### src/rtl/eth_recv_dns_if.sv
// Receive-side AXI-Stream beat bundle from the 10G MAC; no backpressure.
interface eth_recv_dns_if;
  localparam int unsigned DATA_W = 64;
  localparam int unsigned KEEP_W = DATA_W / 8;

  logic              tvalid;
  logic [DATA_W-1:0] tdata;
  logic [KEEP_W-1:0] tkeep;
  logic              tlast;
  logic              tuser;

  modport master (output tvalid, tdata, tkeep, tlast, tuser);
  modport slave  (input  tvalid, tdata, tkeep, tlast, tuser);
endinterface

### src/rtl/eth_recv_dns.sv
// Ethernet/IPv4/UDP/DNS header parser for the 64-bit MAC RX stream.
// Flags DNS responses addressed to this node and keeps frame/match/drop counters.
module eth_recv_dns #(
  parameter logic [47:0] MAC_ADDR   = 48'h90_E2_BA_5D_8D_C8,
  parameter logic [31:0] IP_ADDR    = {8'd10, 8'd0, 8'd0, 8'd1},
  parameter logic [15:0] DNS_PORT   = 16'd53,
  parameter bit          CHECK_CSUM = 1'b1
) (
  input  logic          clk156,
  input  logic          sys_rst_n,
  eth_recv_dns_if.slave m_axis_rx,
  output logic          res_valid,
  output logic [31:0]   res_saddr,
  output logic [15:0]   res_dport,
  output logic [15:0]   res_dns_id,
  output logic [31:0]   rx_pkt_cnt,
  output logic [31:0]   rx_dns_cnt,
  output logic [31:0]   rx_drop_cnt
);
  localparam int unsigned ACC_W     = 20;
  localparam int unsigned CNT_W     = 32;
  localparam int unsigned BEAT_W    = 3;
  localparam logic [BEAT_W-1:0] LAST_HDR_BEAT = BEAT_W'(5);

  typedef enum logic [1:0] {ST_IDLE, ST_HDR, ST_PAYLOAD} state_e;

  state_e             state_q, state_d;
  logic [BEAT_W-1:0]  beat_q, beat_d;
  logic [47:0]        h_dest_q, h_dest_d;
  logic [15:0]        h_proto_q, h_proto_d;
  logic [7:0]         ver_ihl_q, ver_ihl_d;
  logic [7:0]         ip_proto_q, ip_proto_d;
  logic [31:0]        saddr_q, saddr_d;
  logic [31:0]        daddr_q, daddr_d;
  logic [15:0]        sport_q, sport_d;
  logic [15:0]        dport_q, dport_d;
  logic [15:0]        dns_id_q, dns_id_d;
  logic               qr_q, qr_d;
  logic               keep_bad_q, keep_bad_d;
  logic [ACC_W-1:0]   acc_q, acc_d;
  logic               res_valid_q, res_valid_d;
  logic [31:0]        res_saddr_q, res_saddr_d;
  logic [15:0]        res_dport_q, res_dport_d;
  logic [15:0]        res_dns_id_q, res_dns_id_d;
  logic [CNT_W-1:0]   pkt_cnt_q, pkt_cnt_d;
  logic [CNT_W-1:0]   dns_cnt_q, dns_cnt_d;
  logic [CNT_W-1:0]   drop_cnt_q, drop_cnt_d;

  logic [7:0]         lane [8];
  logic [15:0]        word [4];
  logic [16:0]        fold1_c;
  logic [15:0]        fold2_c;
  logic               runt_c, err_c, match_c;
  logic               unused_keep_c;

  assign unused_keep_c = ^m_axis_rx.tkeep[7:6];

  // Byte lanes and big-endian 16-bit words of the current beat
  always_comb begin
    for (int k = 0; k < 8; k++) lane[k] = m_axis_rx.tdata[8*k +: 8];
    for (int k = 0; k < 4; k++) word[k] = {lane[2*k], lane[2*k+1]};
  end

  always_comb begin
    state_d      = state_q;
    beat_d       = beat_q;
    h_dest_d     = h_dest_q;
    h_proto_d    = h_proto_q;
    ver_ihl_d    = ver_ihl_q;
    ip_proto_d   = ip_proto_q;
    saddr_d      = saddr_q;
    daddr_d      = daddr_q;
    sport_d      = sport_q;
    dport_d      = dport_q;
    dns_id_d     = dns_id_q;
    qr_d         = qr_q;
    keep_bad_d   = keep_bad_q;
    acc_d        = acc_q;
    res_valid_d  = 1'b0;
    res_saddr_d  = res_saddr_q;
    res_dport_d  = res_dport_q;
    res_dns_id_d = res_dns_id_q;
    pkt_cnt_d    = pkt_cnt_q;
    dns_cnt_d    = dns_cnt_q;
    drop_cnt_d   = drop_cnt_q;

    // Header capture; beat_q is 0 while idle so it indexes the header beat directly
    if (m_axis_rx.tvalid && state_q != ST_PAYLOAD) begin
      case (beat_q)
        BEAT_W'(0): begin
          h_dest_d   = {lane[0], lane[1], lane[2], lane[3], lane[4], lane[5]};
          acc_d      = '0;
          keep_bad_d = 1'b0;
        end
        BEAT_W'(1): begin
          h_proto_d = {lane[4], lane[5]};
          ver_ihl_d = lane[6];
          acc_d     = acc_q + ACC_W'(word[3]);
        end
        BEAT_W'(2): begin
          ip_proto_d = lane[7];
          acc_d      = acc_q + ACC_W'(word[0]) + ACC_W'(word[1])
                             + ACC_W'(word[2]) + ACC_W'(word[3]);
        end
        BEAT_W'(3): begin
          saddr_d        = {lane[2], lane[3], lane[4], lane[5]};
          daddr_d[31:16] = {lane[6], lane[7]};
          acc_d          = acc_q + ACC_W'(word[0]) + ACC_W'(word[1])
                                 + ACC_W'(word[2]) + ACC_W'(word[3]);
        end
        BEAT_W'(4): begin
          daddr_d[15:0] = {lane[0], lane[1]};
          sport_d       = {lane[2], lane[3]};
          dport_d       = {lane[4], lane[5]};
          acc_d         = acc_q + ACC_W'(word[0]);
        end
        BEAT_W'(5): begin
          dns_id_d   = {lane[2], lane[3]};
          qr_d       = lane[4][7];
          keep_bad_d = (m_axis_rx.tkeep[5:0] != 6'h3F);
        end
        default: ;
      endcase
    end

    fold1_c = 17'(acc_d[15:0]) + 17'(acc_d[ACC_W-1:16]);
    fold2_c = fold1_c[15:0] + 16'(fold1_c[16]);
    runt_c  = ((state_q != ST_PAYLOAD) && (beat_q < LAST_HDR_BEAT)) || keep_bad_d;
    err_c   = m_axis_rx.tuser || runt_c || (CHECK_CSUM && (fold2_c != 16'hFFFF));
    match_c = !err_c && (h_dest_d == MAC_ADDR) && (h_proto_d == 16'h0800)
              && (ver_ihl_d == 8'h45) && (ip_proto_d == 8'd17)
              && (daddr_d == IP_ADDR) && (sport_d == DNS_PORT) && qr_d;

    if (m_axis_rx.tvalid) begin
      if (m_axis_rx.tlast) begin
        state_d   = ST_IDLE;
        beat_d    = '0;
        pkt_cnt_d = pkt_cnt_q + CNT_W'(1);
        if (err_c) drop_cnt_d = drop_cnt_q + CNT_W'(1);
        if (match_c) begin
          dns_cnt_d    = dns_cnt_q + CNT_W'(1);
          res_valid_d  = 1'b1;
          res_saddr_d  = saddr_d;
          res_dport_d  = dport_d;
          res_dns_id_d = dns_id_d;
        end
      end else if (state_q == ST_IDLE) begin
        state_d = ST_HDR;
        beat_d  = BEAT_W'(1);
      end else if (state_q == ST_HDR) begin
        if (beat_q == LAST_HDR_BEAT) state_d = ST_PAYLOAD;
        else                         beat_d  = beat_q + BEAT_W'(1);
      end
    end
  end

  always_ff @(posedge clk156 or negedge sys_rst_n) begin
    if (!sys_rst_n) begin
      state_q      <= ST_IDLE;
      beat_q       <= '0;
      h_dest_q     <= '0;
      h_proto_q    <= '0;
      ver_ihl_q    <= '0;
      ip_proto_q   <= '0;
      saddr_q      <= '0;
      daddr_q      <= '0;
      sport_q      <= '0;
      dport_q      <= '0;
      dns_id_q     <= '0;
      qr_q         <= 1'b0;
      keep_bad_q   <= 1'b0;
      acc_q        <= '0;
      res_valid_q  <= 1'b0;
      res_saddr_q  <= '0;
      res_dport_q  <= '0;
      res_dns_id_q <= '0;
      pkt_cnt_q    <= '0;
      dns_cnt_q    <= '0;
      drop_cnt_q   <= '0;
    end else begin
      state_q      <= state_d;
      beat_q       <= beat_d;
      h_dest_q     <= h_dest_d;
      h_proto_q    <= h_proto_d;
      ver_ihl_q    <= ver_ihl_d;
      ip_proto_q   <= ip_proto_d;
      saddr_q      <= saddr_d;
      daddr_q      <= daddr_d;
      sport_q      <= sport_d;
      dport_q      <= dport_d;
      dns_id_q     <= dns_id_d;
      qr_q         <= qr_d;
      keep_bad_q   <= keep_bad_d;
      acc_q        <= acc_d;
      res_valid_q  <= res_valid_d;
      res_saddr_q  <= res_saddr_d;
      res_dport_q  <= res_dport_d;
      res_dns_id_q <= res_dns_id_d;
      pkt_cnt_q    <= pkt_cnt_d;
      dns_cnt_q    <= dns_cnt_d;
      drop_cnt_q   <= drop_cnt_d;
    end
  end

  assign res_valid   = res_valid_q;
  assign res_saddr   = res_saddr_q;
  assign res_dport   = res_dport_q;
  assign res_dns_id  = res_dns_id_q;
  assign rx_pkt_cnt  = pkt_cnt_q;
  assign rx_dns_cnt  = dns_cnt_q;
  assign rx_drop_cnt = drop_cnt_q;
endmodule

### src/flat_wrapper.sv
// flat-port wrapper written by rule: the top's interface ports become plain ports
module eth_recv_dns_flat 
#(
  parameter logic [47:0] MAC_ADDR   = 48'h90_E2_BA_5D_8D_C8,
  parameter logic [31:0] IP_ADDR    = {8'd10, 8'd0, 8'd0, 8'd1},
  parameter logic [15:0] DNS_PORT   = 16'd53,
  parameter bit          CHECK_CSUM = 1'b1
)
  (clk156, sys_rst_n, res_valid, res_saddr, res_dport, res_dns_id, rx_pkt_cnt, rx_dns_cnt, rx_drop_cnt, m_axis_rx_tvalid, m_axis_rx_tdata, m_axis_rx_tkeep, m_axis_rx_tlast, m_axis_rx_tuser);
  eth_recv_dns_if m_axis_rx_i ();
  input  logic clk156;
  input  logic sys_rst_n;
  output logic res_valid;
  output logic [31:0] res_saddr;
  output logic [15:0] res_dport;
  output logic [15:0] res_dns_id;
  output logic [31:0] rx_pkt_cnt;
  output logic [31:0] rx_dns_cnt;
  output logic [31:0] rx_drop_cnt;
  input wire logic [$bits(m_axis_rx_i.tvalid)-1:0] m_axis_rx_tvalid;
  input wire logic [$bits(m_axis_rx_i.tdata)-1:0] m_axis_rx_tdata;
  input wire logic [$bits(m_axis_rx_i.tkeep)-1:0] m_axis_rx_tkeep;
  input wire logic [$bits(m_axis_rx_i.tlast)-1:0] m_axis_rx_tlast;
  input wire logic [$bits(m_axis_rx_i.tuser)-1:0] m_axis_rx_tuser;
  assign m_axis_rx_i.tvalid = m_axis_rx_tvalid;
  assign m_axis_rx_i.tdata = m_axis_rx_tdata;
  assign m_axis_rx_i.tkeep = m_axis_rx_tkeep;
  assign m_axis_rx_i.tlast = m_axis_rx_tlast;
  assign m_axis_rx_i.tuser = m_axis_rx_tuser;
  eth_recv_dns #(.MAC_ADDR(MAC_ADDR), .IP_ADDR(IP_ADDR), .DNS_PORT(DNS_PORT), .CHECK_CSUM(CHECK_CSUM)) u_core (.clk156(clk156), .sys_rst_n(sys_rst_n), .m_axis_rx(m_axis_rx_i), .res_valid(res_valid), .res_saddr(res_saddr), .res_dport(res_dport), .res_dns_id(res_dns_id), .rx_pkt_cnt(rx_pkt_cnt), .rx_dns_cnt(rx_dns_cnt), .rx_drop_cnt(rx_drop_cnt));
endmodule
### config.mk
export PLATFORM = sky130hd
export DESIGN_NAME = eth_recv_dns_flat
export DESIGN_NICKNAME = d
export VERILOG_FILES = /design/src/rtl/eth_recv_dns_if.sv /design/src/rtl/eth_recv_dns.sv /design/src/flat_wrapper.sv
export SDC_FILE = /design/constraint.sdc
export NUM_CORES = 1
export LEC_CHECK = 0
export CAP_MARGIN = 20
export CORE_MARGIN = 2
export CORE_UTILIZATION = 35
export CTS_BUF_LIST = sky130_fd_sc_hd__clkbuf_16
export CTS_CLUSTER_SIZE = 28
export DETAILED_ROUTE_END_ITERATION = 16
export PLACE_DENSITY = 0.52
export SYNTH_ARGS = -nofsm -noshare
export SYNTH_HDL_FRONTEND = slang
export SYNTH_SLANG_ARGS = --single-unit
### constraint.sdc
create_clock -name clk156 -period 12.15 [get_ports clk156]
set_clock_uncertainty 0.05 [all_clocks]
set_input_delay 1.8225 -clock clk156 [delete_from_list [all_inputs] [get_ports clk156]]
set_output_delay 1.8225 -clock clk156 [all_outputs]
set_load 0.1 [all_outputs]
---- After elaboration in Yosys (flattened, before gate mapping) ----
Cells that the tools add are included.
operators by class
  reduce and logical (&&, ||, !) cells .... 23
  order comparisons ....................... 1
  mux-type cells .......................... 36
  $add $sub $neg .......................... 11
  equal/unequal tests ..................... 16
operator list
  kind                                                   number
  2-to-1 mux 16 bit                                      10
  adder 20 x 16 -> 20 bit                                5
  adder 32 x 1 -> 32 bit, second input constant          3
  2-to-1 mux 32 bit                                      3
  2-to-1 mux 48 bit                                      2
  case mux 20 bit (4 select lines)                       1
  equality test 48 bit, second input constant            1
  equality test 32 x 28 -> 1 bit, second input constant  1
  2-to-1 mux 8 bit                                       4
  2-to-1 mux 20 bit                                      1
  adder 16 x 4 -> 17 bit                                 1
  adder 16 x 1 -> 16 bit                                 1
  equality test 16 x 12 -> 1 bit, second input constant  1
  equality test 16 x 6 -> 1 bit, second input constant   1
  inequality test 16 bit, second input constant          1
  2-to-1 mux 3 bit                                       4
  AND reduction 3 bit                                    4
  logical AND 1 bit                                      9
  equality test 8 x 5 -> 1 bit, second input constant    1
  equality test 8 x 7 -> 1 bit, second input constant    1
  2-to-1 mux 2 bit                                       4
  equality test 3 x 2 -> 1 bit, second input constant    2
  equality test 3 bit, second input constant             2
  2-to-1 mux 1 bit                                       6
  other kinds (15)                                       18
word-level totals
  output and inout bits ................... 161
  logic and storage cells ................. 108
  input bits .............................. 77
  register bits ........................... 380

---- Depth between registers and ports, before layout ----
Gate-level depths: netlist of the first run.
  depth after elaboration ................. 21
  depth in mapped cells ................... 46
  mapped depth without buffers ............ 44

---- Worst setup path before layout of the first run ----
OpenSTA, ideal clock, no wires.
  path kind ............................... input port to flip-flop
  start ................................... in m_axis_rx_tdata[8]
  end ..................................... reg u_core.dns_cnt_q[23] (netlist: u_core.rx_dns_cnt[23])
  setup time .............................. 160 ps
  path slack .............................. 2274 ps
  buffers on the path ..................... 2
  stages .................................. 45
  arrival time ............................ 9666 ps
  cells stage by stage .................... ha_1 -> inv_1 -> fa_1 -> nor2b_1 -> o21ai_2 -> a21o_1 -> nand2_1 -> xnor2_1 -> fa_1 -> inv_1 -> ha_1 -> clkbuf_1 -> and3_1 -> o211a_1 -> o21ai_0 -> nand3_1 -> a21o_1 -> a21oi_1 -> [... 9 more ...] -> nor2_1 -> nand2_1 -> nor3_1 -> ha_1 -> ha_1 -> nand3_1 -> mux2i_1 -> xnor2_1 -> nor2_1 -> mux2i_1 -> mux2_2 -> or4_1 -> nor4_2 -> o2111ai_4 -> nor2_4 -> buf_4 -> nand4_1 -> xnor2_1
between the ends
  longest elaborated chain between the ends .. 19
  elaborated cells between the ends (all ways) .. 25
  those cells by class .................... add/sub (6); eq/ne (3); mux (6); reduce/logical (10)
ends and longest elaborated chain
  what                                  line                                                           source
  from (decl)                           flat_wrapper.sv:21                                             input wire logic [$bits(m_axis_rx_i.tdata)-1:0] m_axis_rx_tdata;
  adder 20 x 16 -> 20 bit (*)           eth_recv_dns.sv:102, eth_recv_dns.sv:108, eth_recv_dns.sv:115
  adder 20 x 16 -> 20 bit               eth_recv_dns.sv:102, eth_recv_dns.sv:108
  adder 20 x 16 -> 20 bit (2 in a row)  eth_recv_dns.sv:103, eth_recv_dns.sv:109
  case mux 20 bit (4 select lines) (*)  eth_recv_dns.sv:89                                             case (beat_q)
  2-to-1 mux 20 bit (*)                 eth_recv_dns.sv:88                                             if (m_axis_rx.tvalid && state_q != ST_PAYLOAD) begin
  via u_core.acc_d[16]                  eth_recv_dns.sv:40                                             logic [ACC_W-1:0] acc_q, acc_d;
  adder 16 x 4 -> 17 bit (*)            eth_recv_dns.sv:126                                            fold1_c = 17'(acc_d[15:0]) + 17'(acc_d[ACC_W-1:16]);
  adder 16 x 1 -> 16 bit (*)            eth_recv_dns.sv:127                                            fold2_c = fold1_c[15:0] + 16'(fold1_c[16]);
  inequality test 16 bit (*)            eth_recv_dns.sv:129                                            err_c = m_axis_rx.tuser || runt_c || (CHECK_CSUM && (fold2_c != 16'hFFFF));
  logical OR 1 bit (*)                  eth_recv_dns.sv:129
  logical NOT 1 bit (*)                 eth_recv_dns.sv:130                                            match_c = !err_c && (h_dest_d == MAC_ADDR) && (h_proto_d == 16'h0800)
  logical AND 1 bit (*) (2 in a row)    eth_recv_dns.sv:130
  logical AND 1 bit (*) (2 in a row)    eth_recv_dns.sv:131                                            && (ver_ihl_d == 8'h45) && (ip_proto_d == 8'd17)
  logical AND 1 bit (*) (3 in a row)    eth_recv_dns.sv:132                                            && (daddr_d == IP_ADDR) && (sport_d == DNS_PORT) && qr_d;
  AND reduction 3 bit (no line) (*)     n/a
  to (signal assigned)                  eth_recv_dns.sv:200                                            dns_cnt_q <= dns_cnt_d;
  to (decl)                             eth_recv_dns.sv:46                                             logic [CNT_W-1:0] dns_cnt_q, dns_cnt_d;
Mark *: on every way through the listed nets, which the timed path passes. The rest lies on a longest branch.
A chain may end at the register's enable or synchronous reset.

---- Final worst setup path of the first run ----
  start ................................... in m_axis_rx_tdata[9]
  end ..................................... reg u_core.dns_cnt_q[23] (netlist: u_core.rx_dns_cnt[23])
Same word-level chain as after synthesis.

==> results.yml, run 1 <==
timing:
  fin_crit_ps: 11110
  slew_headroom: 0.2923
  fin_crit_sh: 0.9148
  max_freq_mhz: 89.97
  tightest_slew_ps: 1058
  setup_viol: 0
  rsz0062_at_grt: "false"
  hold_viol_final: 0
  fin_setup_tns_ps: 0
  drv_slew: 0
  whs_ps: 413.9
route:
  via_per_inst: 5.310
  drt_drc_violations_left: 0
  routedWlPerCell_um: 21.75
  postRouteAntennaNets: 0
  drtIter0Drc: 1118
  vias: 15850
  wl_mm: 64.91
  first_pass_iters: 5
grt:
  grt_max_degree: 116
  gr-total-overflow: 0
  grt_pass1_wl_mm: 98.81
  antenna_found_initial: 2
  grt_usage: 0.2162
  grt_pass1_vias: 15790
synthesis:
  yosysWarnings: 0
  yosysUniqueCellTypes: 89
  synth_top_area_frac: 0.4673
  ys_top_cells_by_count: "dfrtp_1 (380), nand2_1 (278), mux2_2 (148), inv_1 (93), nor2_1 (78)"
  syn-num-nets: 2113
  syn_area_um2: 20350
  syn-instance-count: 1936
  netlist_top_cells_area: "dfrtp_1 (47%), mux2_2 (8.2%), nand2_1 (5.1%)"
  ys_seq_area_frac: 0.4673
  synth_edf_count: 0
  synth_most_common_cell: "dfrtp_1"
  async_flop_share: 1.000
  ys_seq_elements: 380
  ys.flop_type: "dfrtp_1"
  syn_area_per_cell_um2: 10.51
  yosys.area.top_type: "dfrtp_1"
power:
  powerDensity_nw_per_um2: 201.4
  finalPower_mw: 5.048
  p_leak_nw: 11.86
  ir_drop_uv: 200.9
clocking:
  htree_levels: 2
  insertion_delay_ps: 590
  clk_pin_slew_ps: 60
  post_cts_buffers: 0
  cts_hold_buf: 0
  clk_path_buf_depth: 3
  cts.sinks: 380
  post_cts_resized: 0
  cts_tree: "built"
  cts-root-buf: "clkbuf_16"
  cts_made_buffers: 45
floorplanning:
  core-area_um2: 57590
  die_area_um2: 60090
  io_pins: 238
  core.rowCount: 88
  fp.dieH_um: 245.1
  die_width_um: 245.1
  initial_core_util: 0.3534
worst_setup_path:
  reg2reg_to: "u_core.rx_dns_cnt[23]$_DFFE_PN0P_"
  reg2reg_slack_ps: 2480
  crit_fanout: 19
  cp-startpoint: "m_axis_rx_tdata[9]"
  reg2reg_from: "u_core.acc_q[5]$_DFF_PN0_"
  startpoint_type: "primary input"
  cp_common_cell: "a21oi_1"
  critPathRequiredTime_ps: 12550
  slowest_stage: "clkdlybuf4s50_1"
  crit_arrival_ps: 11520
  cpPeakStageDelay_ps: 600
  crit_type: "in2reg"
  rr_worst_depth: 41
  end_kind: "register"
hold_path:
  hold_start: "u_core.dport_q[13]$_DFF_PN0_"
  hold_class: "reg2reg"
  holdPathEnd: "u_core.dport_q[13]$_DFF_PN0_"
  min_path_cells: 2
placed_design:
  numPortBuffers: 235
  gp_congestion: 0.8988
  dp_cells: 2903
  place_hpwl_mm: 47.18
final_layout:
  area_growth_pct: 23.18
  final_nets: 2364
  fillCellCount: 5554
  drive_above_1_share: 0.1271
  final_cells: 2985
status:
  outcome: "complete, no violations"
job:
  drv_cap: 0
[layout by cell type, fill, tap and decap left out, types with 9 or more instances in the layout]
cell / netlist / layout
a211oi_1: 15 / 15
mux2i_1: 56 / 56
fa_1: 35 / 35
nor2_1: 78 / 77
a21oi_1: 65 / 65
and4_1: 15 / 15
buf_4: 1 / 38
a31oi_1: 11 / 11
nor3_1: 52 / 52
or2_2: 9 / 9
xnor2_1: 75 / 75
clkbuf_16: 0 / 45
dfrtp_1: 380 / 380
o21ai_0: 38 / 38
o21a_1: 9 / 9
and3_1: 27 / 27
nand3_1: 66 / 66
xor2_1: 53 / 53
mux2_2: 148 / 148
and2_1: 21 / 21
a21o_1: 22 / 22
o211ai_1: 14 / 14
or4_1: 9 / 9
or3_1: 10 / 10
clkinv_1: 0 / 13
nor2b_1: 11 / 11
clkdlybuf4s50_1: 0 / 234
nand2_1: 278 / 276
nand2b_1: 11 / 11
nand4_1: 47 / 47
ha_1: 65 / 65
nor4_1: 22 / 22
inv_1: 93 / 101
[metal layers]
layer	vias to the layer above	track usage	wire length, µm
li1	7373	-	-
met1	8018	0.2949	29430
met2	380	0.3427	29910
met3	80	0.04931	4011
met4	0	0.06349	1558
met5	-	0	0
[worst max-delay path: cells and delay by family]
kind	cells	cell delay (ps)
mux	3	460
fa+ha+maj	6	2080
xor+xnor	4	780
simple gates	12	2090
buf+inv	1	600
compound gates	16	3650
[registers in the layout, indices dropped and copies added (netlist names), 2 cells and up]
signal,flops
u_core.h_dest_q,48
u_core.daddr_q,32
u_core.res_saddr,32
u_core.rx_dns_cnt,32
u_core.rx_drop_cnt,32
u_core.rx_pkt_cnt,32
u_core.saddr_q,32
u_core.acc_q,20
u_core.dns_id_q,16
u_core.dport_q,16
u_core.h_proto_q,16
u_core.res_dns_id,16
u_core.res_dport,16
u_core.sport_q,16
u_core.ip_proto_q,8
u_core.ver_ihl_q,8
u_core.beat_q,3
u_core.state_q,2
[report_power, final]
| part | switching [mW] | internal (mW) |
|---|---|---|
| Clock | 0.561 | 0.679 |
| Combinational | 1.37 | 0.819 |
| Sequential | 0.125 | 1.49 |
[worst max path at each step]
stage | end | slack [ps]
2_1_floorplan | u_core.rx_dns_cnt[23]$_DFFE_PN0P_ | 2270
3_3_place_gp | u_core.rx_dns_cnt[23]$_DFFE_PN0P_ | 560
3_5_place_dp | u_core.rx_dns_cnt[19]$_DFFE_PN0P_ | 460
4_1_cts | u_core.rx_dns_cnt[19]$_DFFE_PN0P_ | 1060
5_1_grt | u_core.rx_dns_cnt[19]$_DFFE_PN0P_ | 340
6_report | u_core.rx_dns_cnt[23]$_DFFE_PN0P_ | 1040
[kinds of logic after synthesis]
kind of cell    after synthesis  synth area share
compound gates              259           0.08835
xor+xnor                    129           0.05589
fa+ha+maj                   100           0.07439
buf+inv                     164           0.03142
flops                       380            0.4673
mux                         204            0.1094
simple gates                700            0.1733
[cell type report]
| cell class | count | area [µm²] | share of cell area |
|---|---|---|---|
| diodes | 1 | 2.502 | 0.00009982 |
| clock buffers | 45 | 1126 | 0.04492 |
| clock inverters | 34 | 214.0 | 0.008535 |
| inverters | 93 | 349.1 | 0.01392 |
| multi-input cells | 1392 | 10220 | 0.4077 |
| flip-flops and latches | 380 | 9509 | 0.3793 |
| well taps | 765 | 957.2 | 0.03818 |
| repair buffers | 275 | 2690 | 0.1073 |
[per-stage QoR]
stage	instance area (µm²)	util	worst slack, ps
2_1_floorplan	20350	-	2274
3_3_place_gp	23690	0.4114	560.2
3_5_place_dp	23690	0.4114	462.0
4_1_cts	25030	0.4347	1063
5_1_grt	25070	0.4353	344.6
6_report	25070	0.4353	1035
Power figures use the tool's default switching activity.
==> run 2: changes to the inputs <==
--- a/config.mk
+++ b/config.mk
@@ -11,7 +11,7 @@
 export CTS_BUF_LIST = sky130_fd_sc_hd__clkbuf_16
 export CTS_CLUSTER_SIZE = 28
 export DETAILED_ROUTE_END_ITERATION = 16
-export PLACE_DENSITY = 0.52
+export PLACE_DENSITY = 0.54
 export SYNTH_ARGS = -nofsm -noshare
 export SYNTH_HDL_FRONTEND = slang
 export SYNTH_SLANG_ARGS = --single-unit
==> constraint.sdc (replaced) <==
create_clock -name clk156 -period 9.44 [get_ports clk156]
set_clock_uncertainty 0.05 [all_clocks]
set_input_delay 1.416 -clock clk156 [delete_from_list [all_inputs] [get_ports clk156]]
set_output_delay 1.416 -clock clk156 [all_outputs]
set_load 0.1 [all_outputs]
==> results.yml, run 2 (synthesized netlist as in run 1, its figures left out) <==
power:
  swShare: 0.3895
  p_sw_mw: 2.995
  power.share.clock: 0.222
  ir_drop_uv: 165.1
  seqPwrFrac: 0.274
  combPwrFrac: 0.504
  powerDensity_nw_per_um2: 279.6
  internal_power_mw: 4.694
  p_leak_nw: 13.11
hold_path:
  hold_class: "reg2reg"
  holdPathEnd: "u_core.h_dest_q[26]$_DFF_PN0_"
  min_path_cells: 2
  hold_start: "u_core.h_dest_q[26]$_DFF_PN0_"
final_layout:
  final_cell_mix: "dfrtp_1 (380), nand2_1 (274), buf_4 (244)"
  fin_area_um2: 27500
  largest_reg_flops: 48
  final_util: 0.4776
  top_register: "u_core.h_dest_q"
  final_nets: 2580
  fillCellCount: 5305
  drive_above_1_share: 0.2433
  area_growth_pct: 35.13
  layout_commonest_cell: "dfrtp_1"
  final_cells: 3203
worst_setup_path:
  reg2reg_from: "u_core.acc_q[4]$_DFF_PN0_"
  crit_fanout: 10
  reg2reg_slack_ps: 800
  critPathRequiredTime_ps: 9830
  reg2reg_to: "u_core.rx_drop_cnt[6]$_DFFE_PN0P_"
  crit_type: "in2reg"
  crit_arrival_ps: 9490
  slowest_stage: "fa_1"
  startpoint_type: "primary input"
  cpPeakStageDelay_ps: 550
  rr_worst_depth: 44
  end_kind: "register"
route:
  met2_length_mm: 31.25
  wl_mm: 68.82
  drtIter0Drc: 1039
  top_layer: "met4"
  postRouteAntennaNets: 0
  vias: 16860
  drt_drc_violations_left: 0
  first_pass_iters: 5
  wl_met1_mm: 31.90
  via_per_inst: 5.264
  met3WireLength_mm: 3.587
  routedWlPerCell_um: 21.49
job:
  drv_cap: 0
timing:
  setup_viol: 0
  fin_crit_ps: 9102
  hold_viol_final: 0
  fin_setup_tns_ps: 0
  max_freq_mhz: 109.9
  drv_slew: 0
  slew_headroom: 0.2961
  fin_crit_sh: 0.9642
  tightest_slew_ps: 1053
  whs_ps: 419.4
floorplanning:
  core.rowCount: 88
  die_area_um2: 60090
  die_width_um: 245.1
  initial_core_util: 0.3534
  core-area_um2: 57590
  io_pins: 238
  fp.dieH_um: 245.1
grt:
  grt_usage: 0.2271
  grt_pass1_wl_mm: 103.9
  antenna_found_initial: 2
  grt_pass1_vias: 16900
  grt_max_degree: 126
  gr-total-overflow: 0
clocking:
  cts-root-buf: "clkbuf_16"
  clk_path_buf_depth: 3
  htree_levels: 2
  insertion_delay_ps: 590
  cts_made_buffers: 43
  clk_pin_slew_ps: 60
  cts_tree: "built"
  cts.sinks: 380
placed_design:
  dpl_cell_area_um2: 25210
  gp_congestion: 0.9305
  place_hpwl_mm: 51.58
  dp_cells: 3099
  numPortBuffers: 235
status:
  outcome: "complete, no violations"
==> run 2: layout make-up <==
cell class / count / area (µm²) / share of cell area
antenna: 1 / 2.502 / 0.00009100
clock buffer: 43 / 1076 / 0.03913
clock inverter: 36 / 345.3 / 0.01256
inverter: 93 / 349.1 / 0.01269
multi-input combinational: 1392 / 10830 / 0.3937
sequential: 380 / 9509 / 0.3458
tap: 765 / 957.2 / 0.03481
timing repair buffer: 493 / 4434 / 0.1612
==> run 2: worst max-delay path, delay by kind of cell <==
kind | cells | cell delay [ps]
muxes | 3 | 460
and+or+nand+nor | 13 | 1670
adders and majority gates | 7 | 2080
xor gates and xnor gates | 4 | 530
buffers and inverters | 6 | 910
AOI/OAI and AO/OA | 12 | 2390
==> run 2: what timing repair did <==
action                                  in CTS  in global routing
endpoints found under the hold margin        0                  0
endpoints found under the setup margin     129                129
setup buffers                               16                  7
hold buffers                                 0                  0
pin swaps                                   29                 61
gates resized for setup                     54                 86
gates cloned                                 1                  0
==> run 2: how the worst max path moves through the flow <==
stage / slack [ps] / start / to / depth (start not counted)
floorplan: 60 / m_axis_rx_tdata[8] / u_core.rx_drop_cnt[1]$_DFFE_PN0P_ / 44
global placement: -1080 / m_axis_rx_tdata[9] / u_core.res_saddr[12]$_DFFE_PN0P_ / 39
detailed placement: -1120 / m_axis_rx_tdata[9] / u_core.res_saddr[8]$_DFFE_PN0P_ / 39
CTS: -3 / m_axis_rx_tdata[8] / u_core.rx_dns_cnt[3]$_DFFE_PN0P_ / 46
global route: -20 / m_axis_rx_tdata[15] / u_core.rx_dns_cnt[21]$_DFFE_PN0P_ / 43
finish: 340 / m_axis_rx_tdata[11] / u_core.rx_drop_cnt[6]$_DFFE_PN0P_ / 45
==> run 2: metrics by stage <==
step                      power [mW]  worst slack (ps)
after floorplan                4.089             63.12
after global placement         5.495             -1076
after detailed placement       5.544             -1118
after CTS                      7.472            -3.008
after global routing           8.151            -19.78
final                          7.689             338.2
==> run 2: metal layers <==
layer / GRT usage / vias up
met5: 0 / -
met4: 0.06958 / 0
met3: 0.03422 / 101
met2: 0.3551 / 468
met1: 0.3240 / 8498
li1: - / 7795
==> run 2: power by group through the flow <==
stage                     clock, mW  sequential (mW)  combinational [mW]
final                          1.71             2.11                3.87
after global routing           1.82             2.14                4.19
after CTS                      1.75             2.09                3.63
after detailed placement          0             2.12                3.43
after global placement            0             2.11                3.39
after floorplan                   0             2.28                1.80
